[config.mk]
export PLATFORM = sky130hd
export DESIGN_NAME = fifo_async_wptr_ctrl
export DESIGN_NICKNAME = d
export VERILOG_FILES = /design/src/rtl/fifo_async_wptr_ctrl.sv
export SDC_FILE = /design/constraint.sdc
export NUM_CORES = 1
export LEC_CHECK = 0
export ABC_AREA = 1
export CAP_MARGIN = 20
export CORE_MARGIN = 4
export CORE_UTILIZATION = 45
export DETAILED_ROUTE_END_ITERATION = 6
export HOLD_SLACK_MARGIN = 0.15
export PLACE_DENSITY_LB_ADDON = 0.3
export SETUP_SLACK_MARGIN = 0.15
export SYNTH_ARGS = -nofsm -noshare
export SYNTH_HDL_FRONTEND = slang
export SYNTH_SLANG_ARGS = --single-unit
[constraint.sdc]
create_clock -name clk_in -period 6.02 [get_ports clk_in]
set_clock_uncertainty 0.1 [all_clocks]
set_input_delay 1.204 -clock clk_in [delete_from_list [all_inputs] [get_ports clk_in]]
set_output_delay 1.204 -clock clk_in [all_outputs]
set_load 0.01 [all_outputs]
[src/rtl/fifo_async_wptr_ctrl.sv]
// Write-side pointer and flag controller for an asynchronous circular FIFO.
// Runs entirely in the write clock domain. It synchronizes the gray read
// pointer, then produces the RAM write enable and address, the binary and gray
// write pointers, full, fill level, almost-full and a sticky overflow flag.
// Optional feature: define FIFO_WPTR_OVF_CNT_EN to build a saturating 16-bit
// counter of rejected writes on ovf_cnt_out. When it is not defined,
// ovf_cnt_out is tied to zero.
module fifo_async_wptr_ctrl #(
  parameter int ADDR_WIDTH  = 3,
  parameter int SYNC_STAGES = 2
) (
  input  logic                  clk_in,
  input  logic                  rst_in,
  input  logic                  write_in,
  input  logic [ADDR_WIDTH:0]   rptr_g_async_in,
  input  logic [ADDR_WIDTH:0]   afull_thresh_in,
  input  logic                  ovf_clr_in,
  output logic                  wr_en_out,
  output logic [ADDR_WIDTH-1:0] waddr_out,
  output logic [ADDR_WIDTH:0]   wptr_b_out,
  output logic [ADDR_WIDTH:0]   wptr_g_out,
  output logic                  full_out,
  output logic                  almost_full_out,
  output logic [ADDR_WIDTH:0]   level_out,
  output logic                  overflow_out,
  output logic [15:0]           ovf_cnt_out
);

  localparam int PW = ADDR_WIDTH + 1;

  logic [PW-1:0]                  wptr_b_q, wptr_b_d;
  logic [PW-1:0]                  wptr_g_q, wptr_g_d;
  logic [PW-1:0]                  level_q, level_d;
  logic                           full_q, full_d;
  logic                           afull_q, afull_d;
  logic                           ovf_q, ovf_d;
  logic [SYNC_STAGES-1:0][PW-1:0] sync_q;
  logic [PW-1:0]                  rptr_b;
  logic                           accept;
  logic                           ovf_set;

  // A write is taken only when there is room. Requests made while reset is
  // asserted are never passed to the RAM.
  assign accept    = write_in & ~full_q & ~rst_in;
  assign ovf_set   = write_in & full_q;
  assign wr_en_out = accept;

  // Shift register that carries the read pointer across the clock domains.
  // The pointer is gray coded, so every stage sees at most one changing bit.
  always_ff @(posedge clk_in) begin
    if (rst_in) begin
      sync_q <= '0;
    end else begin
      sync_q[0] <= rptr_g_async_in;
      for (int i = 1; i < SYNC_STAGES; i++) begin
        sync_q[i] <= sync_q[i-1];
      end
    end
  end

  // Gray to binary conversion of the last synchronizer stage. Bit i is the
  // XOR of all gray bits at position i and above.
  generate
    for (genvar gi = 0; gi < PW; gi++) begin : g_gray2bin
      assign rptr_b[gi] = ^sync_q[SYNC_STAGES-1][PW-1:gi];
    end
  endgenerate

  // Next-state logic for the pointers and flags. Full and level use the
  // post-write pointer, so they settle on the same edge as the write.
  always_comb begin
    wptr_b_d = wptr_b_q + {{ADDR_WIDTH{1'b0}}, accept};
    wptr_g_d = wptr_b_d ^ (wptr_b_d >> 1);
    full_d   = (wptr_b_d == {~rptr_b[PW-1], rptr_b[PW-2:0]});
    level_d  = wptr_b_d - rptr_b;
    afull_d  = (level_d >= afull_thresh_in);
    ovf_d    = ovf_q;
    if (ovf_set) begin
      ovf_d = 1'b1;
    end else if (ovf_clr_in) begin
      ovf_d = 1'b0;
    end
  end

  // Registers for the pointers and flags.
  always_ff @(posedge clk_in) begin
    if (rst_in) begin
      wptr_b_q <= '0;
      wptr_g_q <= '0;
      level_q  <= '0;
      full_q   <= 1'b0;
      afull_q  <= 1'b0;
      ovf_q    <= 1'b0;
    end else begin
      wptr_b_q <= wptr_b_d;
      wptr_g_q <= wptr_g_d;
      level_q  <= level_d;
      full_q   <= full_d;
      afull_q  <= afull_d;
      ovf_q    <= ovf_d;
    end
  end

`ifdef FIFO_WPTR_OVF_CNT_EN
  logic [15:0] cnt_q, cnt_d;

  // Rejected-write counter. It saturates at all ones, and a clear request
  // takes priority over an increment in the same cycle.
  always_comb begin
    cnt_d = cnt_q;
    if (ovf_clr_in) begin
      cnt_d = 16'h0000;
    end else if (ovf_set && (cnt_q != 16'hFFFF)) begin
      cnt_d = cnt_q + 16'h0001;
    end
  end

  // Counter register.
  always_ff @(posedge clk_in) begin
    if (rst_in) begin
      cnt_q <= 16'h0000;
    end else begin
      cnt_q <= cnt_d;
    end
  end

  assign ovf_cnt_out = cnt_q;
`else
  assign ovf_cnt_out = 16'h0000;
`endif

  assign waddr_out       = wptr_b_q[ADDR_WIDTH-1:0];
  assign wptr_b_out      = wptr_b_q;
  assign wptr_g_out      = wptr_g_q;
  assign full_out        = full_q;
  assign almost_full_out = afull_q;
  assign level_out       = level_q;
  assign overflow_out    = ovf_q;

endmodule

==> After elaboration in Yosys (flattened, before gate mapping) <==
Index checks and enable logic that the tools add are counted.
{ "word_totals": {"register_bits": 23, "n_memories": 0, "latchBits": 0, "elab_cells": 25, "out_inout_bits": 35, "ram_bits": 0, "in_bits": 12, "mem_bits_ro": 0} }
{ "op_classes": {"bitwise_logic": 7, "n_mul": 0, "addsub": 2, "shift": 0, "div_mod_pow": 0, "n_eq_ne": 1, "n_lt_le_gt_ge": 1, "n_reduce_logical": 4, "n_mux": 2} }
{ "ops": {"columns": ["cell", "n"], "rows": [
  ["4-bit by 1-bit adder with 4-bit output", 1],
  ["4-bit == test", 1],
  ["4-bit >= comparator", 1],
  ["4-bit XOR reduction", 1],
  ["4-bit subtractor", 1],
  ["4-bit by 3-bit bitwise XOR with 4-bit output", 1],
  ["1-bit AND", 3],
  ["1-bit NOT", 3],
  ["3-bit XOR reduction", 1],
  ["1-bit 2-to-1 mux", 2],
  ["2-bit nonzero test", 1],
  ["2-bit XOR reduction", 1]
]} }

==> Logic depth before layout (Yosys ltp) <==
Gate-level depths: netlist (run 1).
{ "logic_depth": {"word_depth": 6, "ltp_mapped": 20, "depth_no_buf": 19} }

==> Least setup slack after synthesis (run 1) <==
OpenSTA, ideal clock, no wires.
{ "synth_timing": {"path_kind": "in2reg", "from": "in rst_in", "to": "reg afull_q (netlist: almost_full_out)", "cell_stages": 19, "required_time_ps": 5811, "path_slack_ps": 1981, "t_arrival_ps": 3830, "setup_ps": 109, "path_buffers": 1, "cell_sequence": "clkbuf_1 inv_1 nand2_1 nor2_1 ha_1 ha_1 xnor2_2 inv_1 ha_1 a21oi_1 nor2b_1 nand3_1 nand2_1 inv_1 ha_1 a21oi_1 nand3_1 nand2_1 inv_1"} }
{ "synth_via": {"elab_chain_cells": 5} }
{ "synth_rtl": {"columns": ["item", "line", "source"], "rows": [
  ["start, declared", "13", "input logic rst_in,"],
  ["1-bit NOT", "44", "assign accept = write_in & ~full_q & ~rst_in;"],
  ["1-bit AND", "44", null],
  ["net wr_en_out", "18", "output logic wr_en_out,"],
  ["4-bit by 1-bit adder with 4-bit output", "72", "wptr_b_d = wptr_b_q + {{ADDR_WIDTH{1'b0}}, accept};"],
  ["net wptr_b_d[2]", "31", "logic [PW-1:0] wptr_b_q, wptr_b_d;"],
  ["4-bit subtractor", "75", "level_d = wptr_b_d - rptr_b;"],
  ["net level_d[3]", "33", "logic [PW-1:0] level_q, level_d;"],
  ["4-bit >= comparator", "76", "afull_d = (level_d >= afull_thresh_in);"],
  ["end signal, assigned", "99", "afull_q <= afull_d;"],
  ["end, declared", "35", "logic afull_q, afull_d;"]
]} }
The timed path passes the listed nets, and every way through them passes these cells.
A chain may end at the register's enable or synchronous reset.

==> Final worst setup path (run 1) <==
{ "layout_timing": {"from": "in rst_in", "to": "reg afull_q (netlist: almost_full_out)"} }
{ "layout_via": {"elab_chain_cells": 5} }
{ "layout_rtl": {"columns": ["item", "line"], "rows": [
  ["1-bit NOT", "44"],
  ["1-bit AND", "44"],
  ["4-bit by 1-bit adder with 4-bit output", "72"],
  ["net wptr_b_d[2]", "31"],
  ["4-bit subtractor", "75"],
  ["net level_d[3]", "33"],
  ["4-bit >= comparator", "76"]
]} }
The timed path passes the listed nets, and every way through them passes these cells.

==> results of run 1 <==
==> state kept, by name, summed over array words and instances (netlist names) <==
signal and flops:
sync_q 7, level_out 4, wptr_b_out 4, wptr_g_out 3, almost_full_out 1, full_out 1, overflow_out 1, rptr_b 1
==> layer usage <==
metal / share of wire, % / vias up / track usage (%)
li1: - / 458 / -
met2: 53 / 29 / 22.2
met5: 0 / - / 0
met1: 37 / 383 / 11.0
met3: 8.6 / 4 / 2.41
met4: 1.3 / 0 / 6.29
==> synth_stat cells (all sizes together) <==
cell / number
ha: 9
o21ai: 3
fa: 1
a21oi: 8
xnor2: 3
xor2: 2
o211ai: 1
buf: 21
clkbuf: 1
nor2: 18
nor2b: 1
nand2: 16
or2: 1
nand4: 2
nor3: 1
conb: 1
nand3: 7
inv: 24
dfxtp: 22
==> logic make-up (layout without fill, tap and decap cells) <==
group / Yosys count / after routing / synth area share [%]
and+or+nand+nor: 46 / 46 / 17.3
xor gates and xnor gates: 5 / 5 / 5.14
other: 1 / 16 / 0.328
AOI/OAI and AO/OA: 12 / 12 / 5.46
DFF: 22 / 22 / 38.5
buffers and inverters: 46 / 59 / 21.7
adders and majority gates: 10 / 10 / 11.6
==> how the worst max path moves through the flow <==
stage | startpoint | end | slack [ns] | cells after the start
CTS | rst_in | almost_full_out | 1.50 | 20
finish | rst_in | almost_full_out | 1.49 | 20
global route | rst_in | almost_full_out | 1.22 | 20
global placement | rst_in | almost_full_out | 1.34 | 20
detailed placement | rst_in | almost_full_out | 1.19 | 20
floorplan | rst_in | almost_full_out | 1.98 | 19
==> power by group through the flow <==
stage	combinational, uW	clock (uW)	sequential [uW]
6_report	92.8	80.4	161
5_1_grt	105	88.8	162
4_1_cts	94.0	82.3	161
3_5_place_dp	93.6	0	164
3_3_place_gp	89.5	0	163
2_1_floorplan	60.5	0	168
==> final cells by class <==
type | instances | area [um^2]
tap | 30 | 37.5
sequential | 22 | 440
multi-input combinational | 89 | 512
fill | 223 | 1030
inverter | 24 | 90.1
timing repair buffer | 31 | 308
clock buffer | 4 | 36.3
==> critical path, cell delays in order <==
cell and delay [ns]:
clkdlybuf4s50_1 0.45, buf_4 0.21, inv_1 0.13, nand2_1 0.08, nor2_1 0.05, ha_1 0.23, ha_1 0.22, xnor2_2 0.29
inv_1 0.13, ha_1 0.36, a21oi_1 0.22, nor2b_1 0.18, nand3_1 0.10, nand2_1 0.10, inv_1 0.05, ha_1 0.31
a21oi_1 0.16, nand3_1 0.08, nand2_1 0.06, inv_1 0.04
==> metrics by stage <==
step | instance area, um^2 | util [%]
CTS | 1420 | 58.0
detailed placement | 1390 | 56.5
global placement | 1390 | 56.5
floorplan | 1200 | -
finish | 1420 | 58.0
global route | 1420 | 58.0
==> results.tsv, run 1 <==
metric	value	unit
status	completed	
grt_remaining_overflow	0	
clk_latency	0.30	ns
cap_viol_max_count	0	
cts_made_buffers	3	
slew_viol_final	0	
grt_usage	11.4	%
boundaryPins	47	
detail-route-antenna-nets	0	
final_cell_mix	clkdlybuf4s50_1, inv_1, dfxtp_1, nor2_1	
final_hold_viol_count	0	
final_common_cell	clkdlybuf4s50_1	
area_growth	24.4	%
num_antenna_cells	0	
critPathKind	input pin to register	
hp-class	register to register	
synth_cell_types	21	
ctsResizeCount	0	
syn_area	0.00114	mm^2
firstDrtPassIters	4	
holdBufCountCts	0	
finalCritPeriodShare	75.2	%
synth_area_leaders	dfxtp_1, buf_4, ha_1	
p_switching	95.0	uW
grt_pass1_vias	771	
grt_antenna_before_repair	0	
place_congestion	0.854	
die-area	0.00342	mm^2
rsz0062_at_grt	false	
ys_ff_latch	22	
final_layout_size_suffix_gt1_share	5.29	%
cts.clk_slew.worst_paths	0.12	ns
first_iter_violations	19	
layout_min_cycle_time	4.53	ns
cts_root_buffer	clkbuf_4	
htree_levels	1	
r2r_slack	2.84	ns
core_area	0.00245	mm^2
start_util	46.6	%
worstReg2RegEnd	almost_full_out	
crit_path_start_kind	input pin	
die_w	58.4	um
synth_top_area_share	38.5	%
finalWirelength	1970	um
switching_share	28.5	%
p_leak	0.000701	uW
avgSynthCellArea	8.06	um^2
r2r_start	full_out	
holdPathStages	2	
irDropWorstVdd	0.147	mV
yosysTopAreaCell	dfxtp_1	
setup_viol	0	
yosysWarnings	0	
grt_max_degree	19	
final_cells	200	
max_clock_freq	0.221	GHz
setup_tns	0	ns
hold-path-endpoint	sync_q[5]	
cp.required	6.14	ns
synthCells	142	
total_power	334	uW
post_cts_buffers	0	
numClockSinks	22	
clockBufferDepth	2	
end_kind	register	
numPlacedInstances	196	
clock_power_share	24.1	%
hpwlAfterDp	1630	um
cts_tree	yes	
dpl_worst_slack	1.19	ns
grt_first_pass_wirelength	3040	um
p_int	239	uW
via_per_inst	4.37	
worst_slack	1.49	ns
combPwrFrac	27.8	%
fp.dieH	58.4	um
arrival	4.65	ns
vias	874	
drc	0	
rows	18	
ys_seq_area_share	38.5	%
nets	193	
portBuffers	30	
crit_fanout	18	
power.share.sequential	48.1	%
r2r_cells	16	
powerDensity	234	mW/mm^2
holdWs	0.309	ns
wl_per_cell	9.86	um
hold_path_startpoint	sync_q[1]	
(Power assumes the default switching activity.)
==> run 2: changes to the inputs <==
--- a/config.mk
+++ b/config.mk
@@ -8,7 +8,7 @@
 export ABC_AREA = 1
 export CAP_MARGIN = 20
 export CORE_MARGIN = 4
-export CORE_UTILIZATION = 45
+export CORE_UTILIZATION = 38
 export DETAILED_ROUTE_END_ITERATION = 6
 export HOLD_SLACK_MARGIN = 0.15
 export PLACE_DENSITY_LB_ADDON = 0.3
==> constraint.sdc (replaced) <==
create_clock -name clk_in -period 3.6 [get_ports clk_in]
set_clock_uncertainty 0.1 [all_clocks]
set_input_delay 0.72 -clock clk_in [delete_from_list [all_inputs] [get_ports clk_in]]
set_output_delay 0.72 -clock clk_in [all_outputs]
set_load 0.01 [all_outputs]
==> run 2 against run 1 <==
Net effect:
- first-iteration DRC count down 42%
- sequential power grew 66%
- largest power group unchanged
- sequential share of layout area shrank 1.7 points
- highest routed layer unchanged
- die area increased by 16%
- core utilization decreased by 4.7 points
- clock power up 33%
- critical endpoint unchanged
==> results.tsv, run 2 (synthesis gave the netlist of run 1 again) <==
metric	value	unit	change
finalCritPeriodShare	89.3	%	
irDropWorstVdd	0.231	mV	+57%
finalWirelength	2020	um	+2.4%
wl_per_cell	9.71	um	-1.5%
holdBufCountCts	0		unchanged
largest_register	sync_q		
crit_fanout	3		-15
die-area	0.00396	mm^2	+16%
grt_max_degree	18		-1
grt_usage	10.6	%	-0.83 points
hpwlAfterDp	1630	um	-0.32%
num_antenna_cells	0		unchanged
detail-route-antenna-nets	0		unchanged
boundaryPins	47		unchanged
die_w	62.9	um	+7.6%
core_area	0.00283	mm^2	+15%
crit_path_start_kind	input pin		
rows	19		+1
firstDrtPassIters	4		unchanged
path_cells	clkdlybuf4s50_1 > inv_1 > nand2_1 > nor2_2 > ha_1 > ha_2 > xnor2_2 > inv_2 > ha_4 > nand2_1 > o21ai_0 > nand3_1 > nand2_1 > inv_1 > ha_4 > a21oi_2 > nand3_1 > nand2_1 > inv_1		
r2r_slack	1.00	ns	-1.84 ns
cts.clk_slew.worst_paths	0.12	ns	about the same
vias	911		+4.2%
r2r_start	full_out		
cp_top_family	adder cells		
worstReg2RegEnd	almost_full_out		
hp-class	register to register		
gr-usage-met2	20.8	%	-1.4 points
place_congestion	0.794		-7.0%
rsz0062_at_grt	false		
largest_register_ffs	7		unchanged
total_power	548	uW	+64%
path_buf_inv	5		-1
area_growth	31.8	%	
fillers	274		+23%
grt_remaining_overflow	0		unchanged
first_iter_violations	11		-8
layout_min_cycle_time	3.21	ns	
path_depth	19		-5.0%
slew_viol_final	0		unchanged
critPathKind	input pin to register		
grt_antenna_before_repair	0		unchanged
portBuffers	30		unchanged
final_layout_size_suffix_gt1_share	13.0	%	+7.7 points
powerDensity	363	mW/mm^2	+55%
arrival	3.33	ns	-1.32 ns
grt_first_pass_wirelength	3420	um	+12%
grt_pass1_vias	864		+12%
nets	201		+4.1%
setup.worst_path.end	almost_full_out		
status	completed		
cts_tree	yes		
met1_usage	10.1	%	-0.86 points
r2r_cells	16		unchanged
cts_made_buffers	3		unchanged
max_clock_freq	0.311	GHz	
worst_slack	0.386	ns	-1.11 ns
start_util	40.5	%	-6.2 points
cp.required	3.72	ns	-2.42 ns
cap_viol_max_count	0		unchanged
htree_levels	1		unchanged
crit_path_frequent_cell	nand2_1		
clk_latency	0.30	ns	about the same
fp.dieH	62.9	um	+7.6%
hold_path_startpoint	sync_q[1]		
final_common_cell	clkdlybuf4s50_1		
p_leak	0.000727	uW	+3.7%
max_stage_delay	0.47	ns	+0.02 ns
numClockSinks	22		unchanged
startpoint	rst_in		
cp_slowest_cell	clkdlybuf4s50_1		
clockBufferDepth	2		unchanged
final_hold_viol_count	0		unchanged
end_kind	register		
cts_root_buffer	clkbuf_4		
dpl_worst_slack	-0.236	ns	-1.42 ns
grtUsageMet3	3.60	%	+1.2 points
grt_busiest_layer	met2		
final_cell_mix	clkdlybuf4s50_1, inv_1, dfxtp_1, nor2_1		
setup_viol	0		unchanged
via_per_inst	4.38		+0.22%
drc	0		unchanged
-- run 2: metrics by stage --
step	util [%]	cell area [um^2]	std cells	TNS [ns]	hold slack (ns)
floorplan	-	1200	157	0	0.288
global placement	51.0	1440	204	-0.148	0.289
detailed placement	51.0	1440	204	-0.236	0.294
CTS	52.3	1480	207	0	0.311
global route	53.3	1510	208	0	0.338
finish	53.3	1510	208	0	0.308
-- run 2: final cells by class --
cell class	instances	area [um^2]	area share (%)
flip-flops and latches	22	440	29.2
multi-input cells	89	549	36.4
well taps	31	38.8	2.57
repair buffers	39	368	24.4
inverters	24	90.1	5.97
clock buffers	3	22.5	1.49
-- run 2: per-layer routing --
layer,vias up,part of all wire [%]
met2,25,52
met5,-,0
li1,473,-
met1,411,41
met4,0,0.94
met3,2,5.5
-- run 2: power breakdown --
group          internal, uW  total, uW  switching, uW
Sequential              261        268           6.36
Clock                  39.0        107           68.3
Combinational          88.9        173           83.8
Total                   389        548            159
-- run 2: what timing repair did --
action                                 in CTS  in global routing
buffers inserted                            0                  1
setup endpoints to repair                   1                  1
resized for setup                           1                  5
endpoints found under the hold margin       0                  0
pin swaps                                   0                  2
-- run 2: worst min path at each step --
stage                           end  slack (ns)  cells after the start
after floorplan           rptr_b[3]        0.29                      2
after global placement    sync_q[6]        0.29                      2
after detailed placement  sync_q[5]        0.29                      2
after CTS                 sync_q[5]        0.31                      2
after global routing      sync_q[6]        0.34                      2
final                     sync_q[5]        0.31                      2
-- run 2: worst min-delay path, cell delays in order (launching register included) --
cell and delay (ns):
dfxtp_1 0.31, inv_1 0.04, nor2_1 0.03
